[src/rtl/stopwatch_pkg.sv]
// Shared types and constants for the mm:ss BCD stopwatch.
package stopwatch_pkg;

    typedef enum logic [1:0] {
        IDLE  = 2'd0,
        RUN   = 2'd1,
        PAUSE = 2'd2
    } state_t;

    typedef logic [7:0] bcd2_t;

    localparam bcd2_t BCD_ZERO = 8'h00;
    localparam bcd2_t BCD_MAX  = 8'h59;

endpackage

[src/rtl/bcd_mod60.sv]
// Two-digit BCD counter 00..59 with synchronous clear and a carry out on the 59 -> 00 step.
// nxt is the value q takes at the next edge, so a parent can register derived outputs in step.
module bcd_mod60
    import stopwatch_pkg::*;
(
    input  logic  clk,
    input  logic  rst,
    input  logic  inc,
    input  logic  clr,
    output bcd2_t q,
    output bcd2_t nxt,
    output logic  carry
);

    always_comb begin
        nxt   = q;
        carry = 1'b0;
        if (clr) begin
            nxt = BCD_ZERO;
        end else if (inc) begin
            if (q == BCD_MAX) begin
                nxt   = BCD_ZERO;
                carry = 1'b1;
            end else if (q[3:0] == 4'd9) begin
                nxt = {q[7:4] + 4'd1, 4'd0};
            end else begin
                nxt = {q[7:4], q[3:0] + 4'd1};
            end
        end
    end

    always_ff @(posedge clk or posedge rst) begin
        if (rst) begin
            q <= BCD_ZERO;
        end else begin
            q <= nxt;
        end
    end

endmodule

[src/rtl/bcd_stopwatch.sv]
// Single-channel mm:ss stopwatch: run/pause FSM, prescaler, BCD live count, lap freeze.
// Handshake: start_stop, clear and lap are single-cycle pulses sampled on every rising edge; no ready.
module bcd_stopwatch
    import stopwatch_pkg::*;
#(
    parameter int TICK_DIV = 50_000_000,
    parameter bit ROLLOVER = 1'b1
) (
    input  logic  clk,
    input  logic  rst,
    input  logic  start_stop,
    input  logic  clear,
    input  logic  lap,
    output bcd2_t secs,
    output bcd2_t mins,
    output logic  running,
    output logic  lap_active,
    output logic  tick,
    output logic  ovf
);

    localparam int            PW        = $clog2(TICK_DIV);
    localparam logic [PW-1:0] PRESC_MAX = PW'(TICK_DIV - 1);

    state_t        state_q, state_d;
    logic [PW-1:0] presc_q, presc_d;
    logic          lap_q, lap_d;
    bcd2_t         lap_secs_q, lap_secs_d, lap_mins_q, lap_mins_d;
    bcd2_t         live_secs, live_secs_nxt, live_mins, live_mins_nxt;
    logic          sec_carry, min_carry;
    logic          do_tick, at_max, hold, secs_inc, ovf_d;

    // A second elapses when the prescaler wraps in RUN; clear wins over it.
    assign do_tick  = (state_q == RUN) && (presc_q == PRESC_MAX) && !clear;
    assign at_max   = (live_secs == BCD_MAX) && (live_mins == BCD_MAX);
    assign hold     = at_max && !ROLLOVER;
    assign secs_inc = do_tick && !hold;
    assign ovf_d    = min_carry || (do_tick && hold);

    bcd_mod60 u_secs (
        .clk   (clk),
        .rst   (rst),
        .inc   (secs_inc),
        .clr   (clear),
        .q     (live_secs),
        .nxt   (live_secs_nxt),
        .carry (sec_carry)
    );

    bcd_mod60 u_mins (
        .clk   (clk),
        .rst   (rst),
        .inc   (sec_carry),
        .clr   (clear),
        .q     (live_mins),
        .nxt   (live_mins_nxt),
        .carry (min_carry)
    );

    // clear is applied first, then start_stop toggles whatever state clear left behind.
    always_comb begin
        state_d = state_q;
        if (clear && state_q != RUN) begin
            state_d = IDLE;
        end
        if (start_stop) begin
            state_d = (state_d == RUN) ? PAUSE : RUN;
        end else if (do_tick && hold) begin
            state_d = PAUSE;
        end
    end

    always_comb begin
        presc_d = presc_q;
        if (clear) begin
            presc_d = '0;
        end else if (state_q == RUN) begin
            presc_d = do_tick ? '0 : presc_q + PW'(1);
        end
    end

    // Lap captures the registered live value, i.e. the pre-increment count on a tick cycle.
    always_comb begin
        lap_d      = lap_q;
        lap_secs_d = lap_secs_q;
        lap_mins_d = lap_mins_q;
        if (clear) begin
            lap_d = 1'b0;
        end else if (lap) begin
            if (!lap_q) begin
                lap_d      = 1'b1;
                lap_secs_d = live_secs;
                lap_mins_d = live_mins;
            end else begin
                lap_d = 1'b0;
            end
        end
    end

    always_ff @(posedge clk or posedge rst) begin
        if (rst) begin
            state_q    <= IDLE;
            presc_q    <= '0;
            lap_q      <= 1'b0;
            lap_secs_q <= BCD_ZERO;
            lap_mins_q <= BCD_ZERO;
            secs       <= BCD_ZERO;
            mins       <= BCD_ZERO;
            running    <= 1'b0;
            lap_active <= 1'b0;
            tick       <= 1'b0;
            ovf        <= 1'b0;
        end else begin
            state_q    <= state_d;
            presc_q    <= presc_d;
            lap_q      <= lap_d;
            lap_secs_q <= lap_secs_d;
            lap_mins_q <= lap_mins_d;
            secs       <= lap_d ? lap_secs_d : live_secs_nxt;
            mins       <= lap_d ? lap_mins_d : live_mins_nxt;
            running    <= (state_d == RUN);
            lap_active <= lap_d;
            tick       <= do_tick;
            ovf        <= ovf_d;
        end
    end

endmodule

[config.mk]
export PLATFORM = sky130hd
export DESIGN_NAME = bcd_stopwatch
export DESIGN_NICKNAME = d
export VERILOG_FILES = /design/src/rtl/stopwatch_pkg.sv /design/src/rtl/bcd_mod60.sv /design/src/rtl/bcd_stopwatch.sv
export SDC_FILE = /design/constraint.sdc
export NUM_CORES = 1
export LEC_CHECK = 0
export ABC_AREA = 1
export CAP_MARGIN = 20
export CORE_ASPECT_RATIO = 1.1
export CORE_UTILIZATION = 35
export DETAILED_ROUTE_END_ITERATION = 8
export PLACE_DENSITY = 0.62
export SYNTH_ARGS = -nofsm -noshare
export SYNTH_HDL_FRONTEND = slang
export SYNTH_SLANG_ARGS = --single-unit
export TNS_END_PERCENT = 10
[constraint.sdc]
create_clock -name clk -period 6.6 [get_ports clk]
set_input_delay 1.32 -clock clk [delete_from_list [all_inputs] [get_ports clk]]
set_output_delay 1.32 -clock clk [all_outputs]
set_load 0.01 [all_outputs]
Word level (Yosys, flattened, before mapping)
Cells that the tools add are included.
- add/subtract/negate cells: 5
- equality and inequality tests: 9
- multiplexer cells: 31
- reduce and logical (&&, ||, !) cells: 5
- operators with widths (operator ; number):
    2-to-1 mux 8 bit ; 16
    2-to-1 mux 26 bit ; 3
    adder 26 x 1 -> 26 bit (second input constant) ; 1
    equality test 26 bit (second input constant) ; 1
    adder 4 x 1 -> 4 bit (second input constant) ; 4
    equality test 8 x 7 -> 1 bit (second input constant) ; 2
    2-to-1 mux 1 bit ; 9
    equality test 4 bit (second input constant) ; 2
    equality test 2 x 1 -> 1 bit (second input constant) ; 3
    2-to-1 mux 2 bit ; 3
    logical AND 1 bit ; 3
    != test 2 x 1 -> 1 bit (second input constant) ; 1
    nonzero test 2 bit ; 1
    zero test 1 bit ; 1
- bits in registers: 80
- input port bits: 5
- output and inout port bits: 20
- logic and storage cells: 62

Longest topological paths before layout
- depth in word-level cells: 8
- gate-level depth with buffers: 11
- depth with buffers taken out: 11

Cells and area by module
A second synthesis with hierarchy kept.
- cells, all modules: 532
- area total of the unflattened synthesis: 4261.6 µm²
- by module, submodules not included (module ; times used ; cells each ; area each (µm²) ; sequential area each (µm²)):
    bcd_stopwatch ; 1 ; 400 ; 3265.6 ; 1601.5
    bcd_mod60 ; 2 ; 66 ; 498.0 ; 200.2

Worst setup path after synthesis
No wires, ideal clock.
- path kind: input to register
- start: in clear
- end: reg u_mins.q[5]
- setup time: 0.120 ns
- arrival time: 2.175 ns
- required time: 6.480 ns
- slack: 4.305 ns
- cell stages on the path: 9
- path buffers: 0
- path through: inv_4 > nand3_2 > inv_1 > nand2_1 > nor2_2 > nand2_4 > nor2_4 > nand3_1 > and3_1
- word-level cells in the longest chain between the ends: 6
- RTL lines (what ; RTL line ; text):
    start: declaration ; bcd_stopwatch.sv:12 ; input logic clear,
    zero test 1 bit ; bcd_stopwatch.sv:34 ; assign do_tick = (state_q == RUN) && (presc_q == PRESC_MAX) && !clear;
    logical AND 1 bit ; bcd_stopwatch.sv:34 ;
    2-to-1 mux 1 bit ; bcd_mod60.sv:20 ; end else if (inc) begin
    2-to-1 mux 1 bit ; bcd_mod60.sv:18 ; if (clr) begin
    2-to-1 mux 8 bit ; bcd_mod60.sv:20 ;
    2-to-1 mux 8 bit * ; bcd_mod60.sv:18 ;
    net live_mins_nxt[5] ; bcd_stopwatch.sv:29 ; bcd2_t live_secs, live_secs_nxt, live_mins, live_mins_nxt;
    end signal: assignment ; bcd_mod60.sv:36 ; q <= nxt;
    end: declaration ; bcd_mod60.sv:10 ; output bcd2_t q,
Mark *: on every way through the listed nets, which the timed path passes. The rest lies on a longest branch.
A chain may end at the register's enable or synchronous reset.

Worst setup path in the final report
- start: in clear
- end: reg secs[7]
- word-level cells in the longest chain between the ends: 5
- elaborated cells between the ends (all ways): 7
- classes of those cells: mux (5); reduce/logical (2)
- RTL lines (what ; RTL line ; text):
    zero test 1 bit ; bcd_stopwatch.sv:34 ;
    logical AND 1 bit ; bcd_stopwatch.sv:34 ;
    2-to-1 mux 8 bit ; bcd_mod60.sv:20 ;
    2-to-1 mux 8 bit ; bcd_mod60.sv:18 ;
    2-to-1 mux 8 bit * ; bcd_stopwatch.sv:119 ; secs <= lap_d ? lap_secs_d : live_secs_nxt;
    end signal: assignment ; bcd_stopwatch.sv:119 ;
    end: declaration ; bcd_stopwatch.sv:14 ; output bcd2_t secs,
Every way passes the cells marked *; elsewhere a longest branch is shown, timed or not.

==> results.md <==
- Worst path bufs/invs: 3
- Post_cts resized: 0
- CP startpoint kind: primary input
- Die width: around 110 um
- Max stage delay on crit path: ~0.75 ns
- Final setup viols: 0
- Global-route wire length before repair: approximately 17,000 um
- Pins Over Slew Limit: 0
- Hold Buf Count CTS: 0
- Detailed Route Iter0 Violations: between 200 and 300
- Status: completed
- Min Tclk post-route: between 3 and 4 ns
- Root buffer cell: clkbuf_16
- CTS sink count: 80
- Max-slew headroom: 42.0%
- PortBufs: 24
- Setup WS post-layout: ~3.2 ns
- Starting Density: 36.2%
- Synth top area cells: dfrtp_1, nand2_1, inv_1, nand3_1, nor2_1
- DIE AREA: ~13,000 um2
- Crit path max-delay family: buffers and inverters
- Leak Pwr: 0.00253 uW
- DRT Pass-1 Iters: 5
- CTS tree: yes
- Netlist Area Pre-Place: between 4000 and 5000 um2
- Setup TNS Final: 0 ns
- Slowest stage cell, crit path: a21oi_2
- Distinct cells, synth: 36
- Antenna-violating nets left: 0
- FFs w/ async S/R, synth: 100%
- Die Span Y: around 120 um
- Vias: 3,739
- Seq cells post-synth: 80
- Final Skew: between 0.009 and 0.01 ns
- CP endpoint kind: register
- H-tree depth: 3
- Syn avg cell area: 7.64 um2
- Setup bufs post-CTS: 0
- Max Clk Rate: approximately 300 MHz
- Core Footprint: 12,100 um2
- Synth Instances: around 580
- Crit share post-route: approximately 51%
- Path type of the worst min-delay path: reg -> reg
- Most used cell, CP: nand2_1
- Layout cell share with drive strength beyond 1: 9.54%
- Area Overhead vs Synth: 15.9%
- DP HPWL: just over 7000 um
- Worst EP required: roughly 6.8 ns
- Worst slew pin tran: 0.870 ns
- GR Util All Layers: approximately 17%
- Initial antenna violation count: 0
- WL final: roughly 10,000 um
- Maxcap violations: 0
- Vias in the first global route: approximately 3,600
- Pin count of the biggest net entering global routing: just over 80
- RD Place Congestion: between 0.8 and 0.9
- Total number of yosys warnings: 0
- Arr. time, crit path: 3.60 ns
- Final net count: 617
- Max FO, Critical Path: 23
- Cell Pwr Density: between 200 and 250 nW/um2
- CP Class: in -> reg
- Gr ovfl total: 0
- RSZ-0062 raised after global routing: false
- Area leader, netlist: dfrtp_1
- Post-Syn Nets: approximately 590
- DRC violations left: 0
- Vias per cell: around 4.9
- Worst skew pair latency: around 0.35 ns
- Post-synth EDFFs: 0
- Clock Path Buffers: 2
- Sequential-to-total area share from yosys stat: a little under half
- CP cell instances: clkdlybuf4s50_1, inv_4, a21oi_2, inv_2, nand2_1, nand2_1
- Place WS: ~2.9 ns
- Cts bufs inserted: 9
- Synth top area share: 45.6%
- Fin. Hold Viols: 0
- Num ports: 25
- Peak VDD IR: 0.114 mV
- Clock-pin slew on the worst setup and hold paths: ~0.06 ns
- Synth Flop Type: dfrtp_1
- Diode count: 0
- Row count: between 40 and 50
- Routed len/inst: approximately 13 um
[state kept, by name (all words and copies together), names as in the netlist]
name,count
lap_mins_q,8
lap_q,1
lap_secs_q,8
mins,8
ovf,1
presc_q,26
running,1
secs,8
state_q,2
tick,1
u_mins.q,8
u_secs.q,8
[power breakdown]
| group | switching (uW) | total, uW | internal [uW] |
|---|---|---|---|
| sequential | 10.8 | 515 | 504 |
| clock | 195 | 471 | 276 |
| combinational | 76.9 | 107 | 30.4 |
[final timing paths]
check	start	endpoint	slack [ns]	cells past startpoint
max	clear	secs[7]	3.22	6
max reg2reg	lap_q	secs[7]	4.70	6
min in group asynchronous	rst	secs[1]	1.40	3
min reg2reg	lap_mins_q[6]	lap_mins_q[6]	0.49	2
min	lap_mins_q[6]	lap_mins_q[6]	0.49	2
max in group asynchronous	rst	u_mins.q[2]	4.62	4
[cells in the final DEF (no fill, tap or decap), types with 3 or more instances in the layout]
cell type        synthesis  layout
inv_2                    7       7
dfrtp_1                 80      80
xor2_1                   6       6
nand4_1                 19      19
nand3_2                  4       4
ha_1                     9       9
nor2_1                  61      61
nor3_1                  15      15
o21ai_0                 22      22
a21oi_1                  9       9
nand2_2                  5       5
nand2_1                165     165
clkbuf_16                0       9
inv_1                   70      69
clkbuf_1                 2       3
nand2_4                  5       5
nand3_1                 47      47
clkdlybuf4s50_1          0      24
and3_1                   4       4
o21ai_1                  8       8
nor2_2                   9       9
[worst register-to-register path, cell delays in order (launching register included)]
cell and delay (ns):
dfrtp_1 0.42, inv_1 0.07, nor2_1 0.04, a21oi_2 0.66, inv_2 0.36, nand2_1 0.16, nand2_1 0.07
[cell families (layout without fill, tap and decap cells)]
group | Yosys count | count (layout) | synth area share, %
xor gates and xnor gates | 6 | 6 | 1.20
and+or+nand+nor | 346 | 346 | 37.0
buffers and inverters | 87 | 120 | 7.83
adders and majority gates | 9 | 9 | 2.56
DFF | 80 | 80 | 45.6
AOI/OAI and AO/OA | 47 | 47 | 5.87
[synthesized netlist by cell type, drive strengths merged, types with 2 or more instances]
| master | instances |
|---|---|
| buf | 7 |
| nand4 | 19 |
| o21ai | 32 |
| nor2 | 74 |
| ha | 9 |
| and3 | 4 |
| inv | 78 |
| nor3 | 17 |
| nor3b | 2 |
| nand3 | 51 |
| clkbuf | 2 |
| nand3b | 2 |
| dfrtp | 80 |
| xor2 | 6 |
| nand2 | 176 |
| a21oi | 10 |
[per-stage QoR]
step	hold WS (ns)	instances	util [%]	power [uW]	area (um2)
after floorplan	0.461	575	-	598	4390
after global placement	0.478	745	39.4	629	4790
after detailed placement	0.485	745	39.4	631	4790
after CTS	0.499	761	41.7	1100	5060
after global routing	0.514	762	42.0	1140	5090
final	0.495	762	42.0	1090	5090
[final cells by class]
class	count	area [um2]
clock buffers	14	264
fillers	1235	7050
well taps	154	193
repair buffers	26	275
inverters	78	297
clock inverters	2	13.8
multi-input cells	408	2050
flip-flops and latches	80	2000
[metal layers]
layer	share of wire (%)	vias to the layer above	track usage [%]
li1	-	1886	-
met1	45	1740	21.3
met2	48	89	28.0
met3	4.1	24	3.26
met4	2.9	0	8.45
met5	0	-	0
No activity file was read; power rests on OpenSTA's default activity.
